==> config.mk <==
export PLATFORM = sky130hd
export DESIGN_NAME = led_decode_scan
export DESIGN_NICKNAME = d
export VERILOG_FILES = /design/src/rtl/led_dec_pkg.sv /design/src/rtl/led_dec_prescaler.sv /design/src/rtl/led_decode_scan.sv
export SDC_FILE = /design/constraint.sdc
export NUM_CORES = 1
export LEC_CHECK = 0
export ABC_AREA = 1
export CAP_MARGIN = 20
export CORE_ASPECT_RATIO = 1.75
export CORE_MARGIN = 2
export CORE_UTILIZATION = 58
export DETAILED_ROUTE_END_ITERATION = 16
export PLACE_DENSITY = 0.79
export SLEW_MARGIN = 5
export SYNTH_ARGS = -nofsm -noshare
export SYNTH_HDL_FRONTEND = slang
export SYNTH_SLANG_ARGS = --single-unit
export TNS_END_PERCENT = 20
==> constraint.sdc <==
create_clock -name sys_clk -period 1.8 [get_ports sys_clk]
set_input_delay 0.18 -clock sys_clk [delete_from_list [all_inputs] [get_ports sys_clk]]
set_output_delay 0.18 -clock sys_clk [all_outputs]
set_load 0.05 [all_outputs]
==> src/rtl/led_dec_pkg.sv <==
// Shared types and helpers for the LED channel decoder/scanner.
// Mode encoding matches the 2-bit mode pins directly.
package led_dec_pkg;

  localparam int MAX_LED_N = 32;

  typedef enum logic [1:0] {
    MODE_DIRECT    = 2'b00,
    MODE_SCAN_UP   = 2'b01,
    MODE_SCAN_DOWN = 2'b10,
    MODE_PING_PONG = 2'b11
  } mode_e;

  typedef enum logic [1:0] {
    ST_IDLE,
    ST_DIRECT,
    ST_SCAN
  } state_e;

  // Active-high one-hot of idx; indices at or beyond led_n give all zeros.
  function automatic logic [MAX_LED_N-1:0] onehot(input logic [4:0] idx, input int led_n);
    logic [MAX_LED_N-1:0] v;
    v = '0;
    if (int'(idx) < led_n) v[idx] = 1'b1;
    return v;
  endfunction

endpackage

==> src/rtl/led_dec_prescaler.sv <==
// Scan-step prescaler: counts 0..TICK_DIV-1 while run is high, wrap pulses on the last count.
// Latency: wrap is combinational from the count; clear or !run forces the count to 0.
// Backpressure: none; clear overrides a coincident wrap.
module led_dec_prescaler #(
  parameter int TICK_DIV = 50_000_000
) (
  input  logic sys_clk,
  input  logic sys_rst_n,
  input  logic clear,
  input  logic run,
  output logic wrap
);

  localparam int CNT_W = (TICK_DIV > 1) ? $clog2(TICK_DIV) : 1;
  localparam logic [CNT_W-1:0] CNT_MAX = CNT_W'(TICK_DIV - 1);

  logic [CNT_W-1:0] cnt_q;

  assign wrap = run && !clear && (cnt_q == CNT_MAX);

  always_ff @(posedge sys_clk or negedge sys_rst_n) begin
    if (!sys_rst_n) begin
      cnt_q <= '0;
    end else if (clear || !run || wrap) begin
      cnt_q <= '0;
    end else begin
      cnt_q <= cnt_q + CNT_W'(1);
    end
  end

endmodule

==> src/rtl/led_decode_scan.sv <==
// One-hot LED bank driver: direct load of sel, or autonomous up/down/ping-pong scan.
// Latency: sel load and scan steps land on led/idx one edge later; sel_ready depends on state only.
// Backpressure: sel_ready low outside DIRECT, sel_valid is then dropped. LED_DEC_ACT_LOW_EN inverts led.
module led_decode_scan
  import led_dec_pkg::*;
#(
  parameter int SEL_W    = 2,
  parameter int TICK_DIV = 50_000_000
) (
  input  logic                    sys_clk,
  input  logic                    sys_rst_n,
  input  logic                    en,
  input  logic [1:0]              mode,
  input  logic [SEL_W-1:0]        sel,
  input  logic                    sel_valid,
  output logic                    sel_ready,
  output logic [(1<<SEL_W)-1:0]   led,
  output logic [SEL_W-1:0]        idx,
  output logic                    tick
);

  localparam int LED_N = 1 << SEL_W;
  localparam logic [SEL_W-1:0] IDX_MAX = SEL_W'(LED_N - 1);
`ifdef LED_DEC_ACT_LOW_EN
  localparam logic [LED_N-1:0] LED_INV = '1;
`else
  localparam logic [LED_N-1:0] LED_INV = '0;
`endif

  state_e           state_q, state_d;
  mode_e            mode_q;
  logic             en_q;
  logic [SEL_W-1:0] idx_q, idx_d;
  logic             dir_q, dir_d;
  logic             tick_q, step;
  logic [LED_N-1:0] led_q, led_d;
  logic             chg;
  logic             wrap;

  assign chg       = (en != en_q) || (mode != mode_q);
  assign sel_ready = (state_q == ST_DIRECT);
  assign led       = led_q;
  assign idx       = idx_q;
  assign tick      = tick_q;

  led_dec_prescaler #(.TICK_DIV(TICK_DIV)) u_prescaler (
    .sys_clk   (sys_clk),
    .sys_rst_n (sys_rst_n),
    .clear     (chg),
    .run       (state_q == ST_SCAN),
    .wrap      (wrap)
  );

  // state_d is captured on the same edge as en_q/mode_q, so state_q always decodes them.
  always_comb begin
    state_d = ST_IDLE;
    idx_d   = idx_q;
    dir_d   = chg ? 1'b1 : dir_q;
    step    = 1'b0;
    if (en) state_d = (mode == MODE_DIRECT) ? ST_DIRECT : ST_SCAN;

    if (state_q == ST_DIRECT && sel_valid) begin
      idx_d = sel;
    end else if (state_q == ST_SCAN && wrap) begin
      step = 1'b1;
      unique case (mode_q)
        MODE_SCAN_UP:   idx_d = idx_q + SEL_W'(1);
        MODE_SCAN_DOWN: idx_d = idx_q - SEL_W'(1);
        MODE_PING_PONG: begin
          // Ends are shown once: turn around by stepping away from the end immediately.
          if (dir_q) begin
            if (idx_q == IDX_MAX) begin
              idx_d = idx_q - SEL_W'(1);
              dir_d = 1'b0;
            end else begin
              idx_d = idx_q + SEL_W'(1);
            end
          end else begin
            if (idx_q == '0) begin
              idx_d = idx_q + SEL_W'(1);
              dir_d = 1'b1;
            end else begin
              idx_d = idx_q - SEL_W'(1);
            end
          end
        end
        default: ;
      endcase
    end

    led_d = '0;
    if (state_d != ST_IDLE) led_d = LED_N'(onehot(5'(idx_d), LED_N));
  end

  always_ff @(posedge sys_clk or negedge sys_rst_n) begin
    if (!sys_rst_n) begin
      state_q <= ST_IDLE;
      mode_q  <= MODE_DIRECT;
      en_q    <= 1'b0;
      idx_q   <= '0;
      dir_q   <= 1'b1;
      tick_q  <= 1'b0;
      led_q   <= LED_INV;
    end else begin
      state_q <= state_d;
      mode_q  <= mode_e'(mode);
      en_q    <= en;
      idx_q   <= idx_d;
      dir_q   <= dir_d;
      tick_q  <= step;
      led_q   <= led_d ^ LED_INV;
    end
  end

endmodule

Word-level counts from Yosys, hierarchy flattened
Cells that the tools add are included.
- flip-flop bits (word level): 39
- bits in latches: 0
- bits in writable memories: 0
- memory bits (read-only): 0
- output and inout port bits: 8
- word-level logic and storage cells: 56
- memories kept: 0
- $add $sub $neg: 3
- $mul: 0
- divide/modulo/power cells: 0
- order comparisons: 2
- eq/ne operators: 9
- shifts and indexed selects: 0
- muxes and demuxes: 21
- bitwise gates (word level): 0
- reduce and logical (&&, ||, !) cells: 13
- operators by type and width (operator ; number):
    $add A26 B1 Y26 const B ; 1
    $eq A26 B26 Y1 const B ; 1
    $mux W26 ; 1
    $mux W2 ; 7
    $mux W1 ; 10
    $eq A2 B2 Y1 const B ; 4
    $lt A2 B6 Y1 const B ; 1
    $pmux W2 S3 ; 1
    $logic_and A1 B1 Y1 ; 5
    $eq A2 B1 Y1 const B ; 2
    $logic_not A2 Y1 ; 2
    $mux W4 ; 1
    $logic_or A1 B1 Y1 ; 3
    $add A2 B1 Y2 const B ; 1
    $demux W1 S2 ; 1
    $ge A2 B1 Y1 const B ; 1
    $logic_not A1 Y1 ; 2
    $ne A2 B2 Y1 ; 1
    $reduce_bool A2 Y1 ; 1
    $sub A2 B1 Y2 const B ; 1
    $ne A1 B1 Y1 ; 1

Logic depth before layout (Yosys ltp)
- depth after elaboration: 13
- mapped depth: 12
- mapped depth without buffers: 12

Hierarchy
Synthesis repeated with hierarchy kept, for this count alone.
- cell total of the unflattened synthesis: 308
- area, all modules: 2285.9 um2
- modules (own cells, without submodules) (module ; times used ; cells each ; area each (um2) ; seq. area each (um2)):
    led_dec_prescaler ; 1 ; 232 ; 1604.0 ; 650.6
    led_decode_scan ; 1 ; 76 ; 681.9 ; 326.6

Worst setup path before layout
OpenSTA, ideal clock, no wires.
- path kind: register to register
- from: register state_q[1]
- to: register led_q[2] (netlist: led[2])
- setup time: 71 ps
- arrival: 1774 ps
- slack: -45 ps
- stages on the path, launching flop included: 7
- clock period less this slack: 1845 ps
- path through: dfrtp_1 nor2_1 nand2_1 or2_2 nand2_1 nand2_1 nor2_1
- elaborated cells between the ends (all ways): 14
- classes of those cells: order compare (2); eq/ne (2); mux (5); reduce/logical (5)
- RTL lines (item ; RTL line ; source):
    start, declared ; led_decode_scan.sv:30 ; state_e state_q, state_d;
    start signal, assigned ; led_decode_scan.sv:105 ; state_q <= state_d;
    $eq A2 B1 Y1 (*) ; n/a ;
    net sel_ready ; led_decode_scan.sv:16 ; output logic sel_ready,
    $logic_and A1 B1 Y1 (*) ; led_decode_scan.sv:62 ; if (state_q == ST_DIRECT && sel_valid) begin
    $mux W2 (*) ; led_decode_scan.sv:62 ;
    $lt A2 B6 Y1 (implied by the code) or $ge A2 B1 Y1 (tied branches) ; led_dec_pkg.sv:24 ; if (int'(idx) < led_n) v[idx] = 1'b1;
    $logic_and A1 B1 Y1 (implied by the code) ; led_dec_pkg.sv:24 ;
    $mux W1 (implied by the code) ; led_dec_pkg.sv:24 ;
    $demux W1 S2 (*) ; led_dec_pkg.sv:24 ;
    $mux W4 (*) ; led_decode_scan.sv:92 ; if (state_d != ST_IDLE) led_d = LED_N'(onehot(5'(idx_d), LED_N));
    net led_d[2] ; led_decode_scan.sv:36 ; logic [LED_N-1:0] led_q, led_d;
    end signal, assigned ; led_decode_scan.sv:111 ; led_q <= led_d ^ LED_INV;
    end, declared ; led_decode_scan.sv:36 ;
The timed path passes the listed nets; every way through them passes the cells marked *.

Worst setup path after layout
- from: register idx_q[1] (netlist: idx[1])
- to: output idx[1]
- RTL lines (item ; RTL line ; source):
    start, declared ; led_decode_scan.sv:33 ; logic [SEL_W-1:0] idx_q, idx_d;
    start signal, assigned ; led_decode_scan.sv:108 ; idx_q <= idx_d;
    end, declared ; led_decode_scan.sv:18 ; output logic [SEL_W-1:0] idx,
No word-level cell between the ends.

==> flow_summary_export.csv <==
group,metric,value,unit
cells_and_area,number_of_non_filler_instances_in_the_completed_layout,358,
synth,synth.yosys.warnings,0,
clocking,tritoncts.num_buffers,5,
synth,synth_top_area_frac,0.439,
critical_path,crit_chain,"clkdlybuf4s50_1",
synth,arithmetic_cell_share_of_the_synthesized_area_counting_full_adders_half_adders_and_majority_gates,0.0173,
critical_path,timing.critical_path.from_type,"flop",
sta,worstMarginPinSlew,588,ps
route,drt_wl_total,5.22,mm
critical_path,worst_setup_path_endpoint,"idx[1]",
global_routing,grt_start_max_net_pins,21,
cells_and_area,antenna_cells_inserted,0,
sta,max_slew_margin,0.604,
floorplanning,design.die.area,4260,µm²
route,post-route-drc-count,0,
critical_path,worstPathRequired,1620,ps
cells_and_area,nNetsFinal,323,
power,powerDensity,730,nW/µm²
sta,fmaxAchievable,0.584,GHz
critical_path,ff2ff_path_depth,6,
synth,synth.cell_area,2170,µm²
placed_design,dp.cells,350,
critical_path,worst_path_top_cell_family_by_delay,"buffers and inverters",
power,vdd_ir_drop_max,0.755,mV
synth,synthArstFlopShare,1.00,
floorplanning,chipWidth,50.2,µm
sta,slew_viol_final,0,
cells_and_area,most-common-layout-cells,"55 x sky130_fd_sc_hd__nand2_1, 46 x sky130_fd_sc_hd__nor2_1, 38 x sky130_fd_sc_hd__inv_1",
cells_and_area,nFillCells,296,
critical_path,setup.worst_path.start,"idx[1]",
floorplanning,num_io_pins,16,
floorplanning,floorplan.rows,29,
cells_and_area,area_growth_syn_to_layout,17.2,%
sta,setup_repair_after_global_routing_missed_its_margin,"yes",
sta,fin_crit_sh,0.951,
synth,compound_gate_fraction_of_synth_area,0.0681,
global_routing,first_global_vias,2032,
route,number_of_drc_markers_in_iteration_0,44,
global_routing,grt_use_total,0.282,
global_routing,grt_pass1_wl,8.89,mm
critical_path,cp_data_arrival_time,1530,ps
critical_path,worst_path_largest_cell_delay,820,ps
global_routing,grt_overflow_total,0,
critical_path,worstReg2RegStart,"u_prescaler.cnt_q[8]",
synth,syn_inst,284,
route,routed_wire_per_std_cell,14.6,µm
clocking,htree_num_levels,2,
critical_path,bufs_and_invs_on_worst_path,1,
sta,skew_final,6.20,ps
critical_path,timing.critical_path.to_type,"output pin",
synth,ys_dominant_reg_cell,"sky130_fd_sc_hd__dfrtp_1",
clocking,clock_insertion_delay_worst_skew,290,ps
synth,syn_area_per_cell,7.63,µm²
critical_path,minimum_setup_slack_among_reg_to_reg_paths,100,ps
sta,postLayoutSetupSlackWorst,87.9,ps
min_path,worst_hold_path_type,"input pin to async pin",
critical_path,critPathSlowestCell,"sky130_fd_sc_hd__clkdlybuf4s50_1",
synth,synth.yosys.seq_area_share,0.451,
clocking,tritoncts_num_sinks,39,
synth,yosysUniqueCellTypes,31,
clocking,clk_transition_reported_paths,80,ps
synth,synth.top_cells.by_area,"sky130_fd_sc_hd__dfrtp_1 44%, sky130_fd_sc_hd__nand2_1 9.5%, sky130_fd_sc_hd__nor2_1 8.1%",
critical_path,path_class,"flop to output pin",
placed_design,pre_cts_slack,35.2,ps
synth,synth_largest_area_cell,"sky130_fd_sc_hd__dfrtp_1",
job,drv_cap,0,
critical_path,regToRegEndpoint,"u_prescaler.cnt_q[19]",
run_status,outcome,"finished clean",
synth,synthSimpleGateAreaFrac,0.346,
placed_design,finalWeightedCongestion,0.981,
floorplanning,core,3590,µm²
critical_path,worstPathMaxFanout,4,
sta,timing.setup.tns,0,ps
synth,syn_nets,295,
sta,hold_viol,0,
global_routing,antenna_found_initial,0,
clocking,clk_path_buf_depth,2,
route,drt_antenna_net_count,0,
clocking,tritoncts,"done",
floorplanning,initial_utilization,0.603,
sta,period_needed,1710,ps
cells_and_area,mostFrequentLayoutCell,"sky130_fd_sc_hd__nand2_1",
cells_and_area,drive_above_1_share,0.147,
synth,yosys_register_bits,39,
synth,yosys-mux-area-fraction,0,
sta,finalSetupViolCount,0,
power,total_leakage_power,1.13,nW
clocking,cts_root_buffer,"sky130_fd_sc_hd__clkbuf_8",
placed_design,dp_hpwl,4.10,mm
synth,synth_enable_flop_cells,0,
floorplanning,chipHeight,84.9,µm
critical_path,cp.depth,1,
route,drt-pass1-iter-count,4,
sta,worst_hold_margin,371,ps
route,vias,1931,
route,drt_via_density,5.39,
placed_design,io_buffers,15,
synth,synth_top_family_by_area,"simple AND/OR/NAND/NOR gates",
synth,fraction_of_synthesized_cell_area_in_xor_and_xnor_cells,0.0364,
-- how the worst min path moves through the flow --
stage	start	endpoint	slack, ps	cells after the start
floorplan	sys_rst_n	en_q	-120	0
global placement	sys_rst_n	u_prescaler.cnt_q[10]	160	1
detailed placement	sys_rst_n	u_prescaler.cnt_q[9]	160	1
CTS	sys_rst_n	u_prescaler.cnt_q[9]	390	2
global route	sys_rst_n	u_prescaler.cnt_q[9]	440	2
finish	sys_rst_n	u_prescaler.cnt_q[9]	370	2
-- per-layer routing --
metal | up-vias | track usage | part of all wire
met5 | - | 0 | 0
met4 | 0 | 0.194 | 0.050
met2 | 35 | 0.531 | 0.58
met3 | 17 | 0.0405 | 0.022
li1 | 962 | - | -
met1 | 917 | 0.266 | 0.35
-- power breakdown --
part           switching, mW  total, mW  internal (mW)
clock network          0.309      0.609          0.301
registers             0.0288      0.936          0.907
logic                  0.202      0.308          0.105
-- worst register-to-register path, cell delays in order (launching register included) --
cell and delay (ps):
sky130_fd_sc_hd__dfrtp_1 390, sky130_fd_sc_hd__inv_1 160, sky130_fd_sc_hd__nor3_2 250, sky130_fd_sc_hd__nand2_1 90, sky130_fd_sc_hd__nor4_1 460, sky130_fd_sc_hd__xnor2_1 190, sky130_fd_sc_hd__nor2_1 50
-- cells in the mapped netlist (3+ instances only) --
cell and instances:
sky130_fd_sc_hd__a21oi_1 11, sky130_fd_sc_hd__dfrtp_1 38, sky130_fd_sc_hd__ha_1 3, sky130_fd_sc_hd__inv_1 38
sky130_fd_sc_hd__inv_2 4, sky130_fd_sc_hd__nand2_1 55, sky130_fd_sc_hd__nand2_2 4, sky130_fd_sc_hd__nand3_1 19
sky130_fd_sc_hd__nand4_1 8, sky130_fd_sc_hd__nor2_1 47, sky130_fd_sc_hd__nor2_2 5, sky130_fd_sc_hd__nor3_1 8
sky130_fd_sc_hd__o21ai_0 13, sky130_fd_sc_hd__or2_2 3, sky130_fd_sc_hd__xnor2_1 3, sky130_fd_sc_hd__xor2_1 6
-- cell families after synthesis --
family                   count (synthesis)
flip-flops                              39
AO/OA/AOI/OAI                           28
adder cells (fa/ha/maj)                  3
AND/OR/NAND/NOR                        160
buffers and inverters                   45
XOR/XNOR                                 9
-- flip-flops by register name, indices dropped and copies added, names as in the netlist --
name,flops
state_q,2
idx,2
mode_q,2
led,4
en_q,1
u_prescaler.cnt_q,26
tick,1
dir_q,1
-- stage by stage --
stage | total power [mW] | util | cell area, µm²
final | 1.85 | 0.707 | 2540
after global routing | 1.91 | 0.707 | 2540
after floorplan | 1.13 | - | 2170
after CTS | 1.86 | 0.702 | 2520
after detailed placement | 1.26 | 0.675 | 2420
after global placement | 1.24 | 0.675 | 2420
-- area by class of cell --
type | instances | area (µm²) | share of cell area
sequential | 39 | 980 | 0.386
clock inverter | 1 | 5.00 | 0.00197
tap | 46 | 57.6 | 0.0227
multi-input combinational | 200 | 1030 | 0.406
inverter | 42 | 158 | 0.0621
clock buffer | 6 | 82.6 | 0.0325
timing repair buffer | 24 | 225 | 0.0887
-- timing repair --
item                       in CTS  in global routing
hold buffers                    1                  0
gates resized for setup         0                  6
hold endpoints to repair       18                  0
setup buffers                   0                  0
setup endpoints to repair       0                  7
Note: power is estimated with default switching activity, not from simulation.
==> RTL edit 1, RTL diff (config.mk and constraints unchanged) <==
Remove the case item `MODE_SCAN_UP` of the case on `mode_q`.
--- a/src/rtl/led_decode_scan.sv
+++ b/src/rtl/led_decode_scan.sv
@@ -66,3 +66,2 @@
       unique case (mode_q)
-        MODE_SCAN_UP:   idx_d = idx_q + SEL_W'(1);
         MODE_SCAN_DOWN: idx_d = idx_q - SEL_W'(1);
Function: same outputs for any inputs over 10 cycles, from zero or initial values and one cycle with sys_rst_n low; that may be too few to reach the edited logic, so the function may still have changed.
==> RTL edit 1 against the unedited design <==
- sequential cell count is the same
- cell area grew 5.1%
- die area grew 4.2%
- critical endpoint is now u_prescaler.cnt_q[18]
- area after synthesis grew 4.5%
- fmax grew 2.2%
- setup slack gained 0.037 ns
- largest cell class unchanged
- non-clock buffer count grew 4
- combinational power shrank 3%
- synthesized cell count shrank 3.9%
- count of clock-buffer cells in the layout is the same
- critical path type is now reg2reg
- routed wire length shrank 4.0%
- final cell count shrank 0.84%
- power shrank 2.8%
==> RTL edit 1: results <==
run_status:
  status: "complete, no violations"
drt:
  met1_length_um: 1710
  wl_um: 5010
  wl_met3_um: 133
  drtIter0Drc: 50
  wl_met2_um: 2810
synthesis:
  synth_nets: 285
  yosysSeqAreaShare_pct: 43.1
  synth.distinct_cells: 33
  avgSynthCellArea_sq_um: 8.30
  synth_common_cells: "nand2_1 (49), nor2_1 (43), dfrtp_1 (38), inv_1 (31), nand3_1 (14)"
worst_setup_path:
  crit_arrival_ns: 1.85
  rrSetupSlack_ns: 0.12
  path_max_fanout: 10
  crit_start: "u_prescaler.cnt_q[1]"
  timing.rr.end: "u_prescaler.cnt_q[18]"
  worstSetupPathType: "reg2reg"
  reg2regPathDepth: 9
layout:
  non_clock_buffer_count: 28
  multi_input_area_sq_um: 1140
  fin_nets: 318
  final_area_sq_um: 2670
  nClkBuffers: 6
  drive_above_1_share_pct: 22.8
  final_cells: 355
  n_fill_cell: 330
  inverters: 37
  multi_input_gates: 195
pwr:
  clock_power_w: 0.000573
  switching_share_pct: 28.9
  switchingPower_w: 0.000521
  p_leak_nw: 1.16
place:
  dpl_cell_area_sq_um: 2530
  place_congestion: 0.898
  pre_cts_slack_ns: 0.0428
  dpl.hpwl_um: 3880
  placed_cells: 341
global_route:
  grt_max_degree: 40
  grt_pass1_wl_um: 8560
  track_usage_pct: 26.4
worst_hold_path:
  hp-class: "in2reg"
floorplanning:
  rows: 30
timing:
  whs_ns: 0.402
RTL edit 1: cell types whose count changed after synthesis, sizes merged, moves of 2 or more:
cell    before  now
xnor2        3    5
nor4         2    8
or2          3    1
o21ai       15    4
a21oi       11    3
xor2         6   11
inv         42   37
o211ai       0    3
RTL edit 1: cell families after synthesis:
family | share of synthesized area, %
AND/OR/NAND/NOR | 38.5
buffers and inverters | 6.80
flip-flops | 43.1
XOR/XNOR | 6.19
AO/OA/AOI/OAI | 3.15
adder cells (fa/ha/maj) | 2.21
RTL edit 1: routing by layer:
layer | global-route usage, % | up-vias
li1 | - | 939
met5 | 0 | -
met2 | 47.3 | 55
met3 | 4.14 | 29
met1 | 25.9 | 890
met4 | 21.1 | 0
RTL edit 1: critical path, stage by stage, from the launching register on:
cell and delay (ns):
dfrtp_1 0.38, ha_2 0.22, nand3_2 0.12, inv_2 0.12, nand2_1 0.09, nor2_2 0.18
nand3_2 0.13, nand2_2 0.13, buf_12 0.14, nor3_1 0.05
==> RTL edit 2, RTL diff (same flow settings) <==
Without the edit above. Add a define of `LED_DEC_ACT_LOW_EN`.
--- a/src/rtl/led_decode_scan.sv
+++ b/src/rtl/led_decode_scan.sv
@@ -3,2 +3,4 @@
 // Backpressure: sel_ready low outside DIRECT, sel_valid is then dropped. LED_DEC_ACT_LOW_EN inverts led.
+`define LED_DEC_ACT_LOW_EN
+
 module led_decode_scan
Function: changed (a bounded check fails within 4 cycles, from zero or initial values and one cycle with sys_rst_n low).
==> RTL edit 2 against the unedited design <==
- global-route usage up 0.44 points
- synthesized cell count up 2.5%
- setup slack worse by 0.030 ns
- area after synthesis up 2.7%
- via count up 3.8%
- cell area up 2.6%
- sequential cell count unchanged
- power up 1.5%
- routed wire length up 2.0%
- combinational power down 4%
- sequential share of layout area down 0.89 points
- largest cell class unchanged
==> RTL edit 2: results <==
global_route:
  first_global_vias: 2136
  use_met1_pct: 27.6
  grt_pass1_wl_um: 9210
  grt_use_met2_pct: 52.8
  globalRouteMet3Util_pct: 5.40
  track_usage_pct: 28.7
place:
  pre_cts_slack_ns: 0.0211
  dpl_cell_area_sq_um: 2460
  place_congestion: 0.899
  dpl.hpwl_um: 4070
  placed_cells: 358
timing:
  skew_ns: 0.00575
  max-slew-margin-rel_pct: 66.9
  max_freq_mhz: 574
pwr:
  switching_share_pct: 27.7
  p_leak_nw: 1.12
  comb_power_w: 0.000295
  p_int_w: 0.00136
  p_seq_share_pct: 49.5
drt:
  via_per_inst: 5.42
  drtIter0Drc: 55
  wl_met2_um: 2940
  vias: 2005
  met1_length_um: 1870
synthesis:
  synth_nets: 302
  avgSynthCellArea_sq_um: 7.64
  synth_area_leaders: "dfrtp_1 (38%), nand2_1 (10%), nor2_1 (7.4%), inv_1 (6.2%), dfstp_2 (5.9%)"
worst_setup_path:
  max_stage_delay_ns: 0.84
  rrSetupSlack_ns: 0.15
  crit_start: "idx[0]"
  endpoint: "idx[0]"
  reg2regPathDepth: 10
  r2r-start: "u_prescaler.cnt_q[16]"
  crit_arrival_ns: 1.56
run_status:
  status: "complete, no violations"
layout:
  drive_above_1_share_pct: 19.4
  fin_nets: 334
clock_network:
  cts.repair.resized: 0
[RTL edit 2: final cells by class]
class | instances | area, sq um | share of cell area (%)
multi-input combinational | 209 | 1080 | 41.6
sequential | 39 | 982 | 37.7
timing repair buffer | 28 | 233 | 8.93
inverter | 40 | 150 | 5.76
clock buffer | 8 | 100 | 3.84
tap | 46 | 57.6 | 2.21
[RTL edit 2: kinds of logic (layout without fill, tap and decap cells)]
| logic type | Yosys count | after routing | synth area share [%] |
|---|---|---|---|
| AND/OR/NAND/NOR | 171 | 171 | 36.4 |
| buffers and inverters | 43 | 76 | 7.71 |
| flip-flops | 39 | 39 | 44.2 |
| AO/OA/AOI/OAI | 26 | 26 | 6.52 |
| XOR/XNOR | 9 | 9 | 3.54 |
| adder cells (fa/ha/maj) | 3 | 3 | 1.69 |
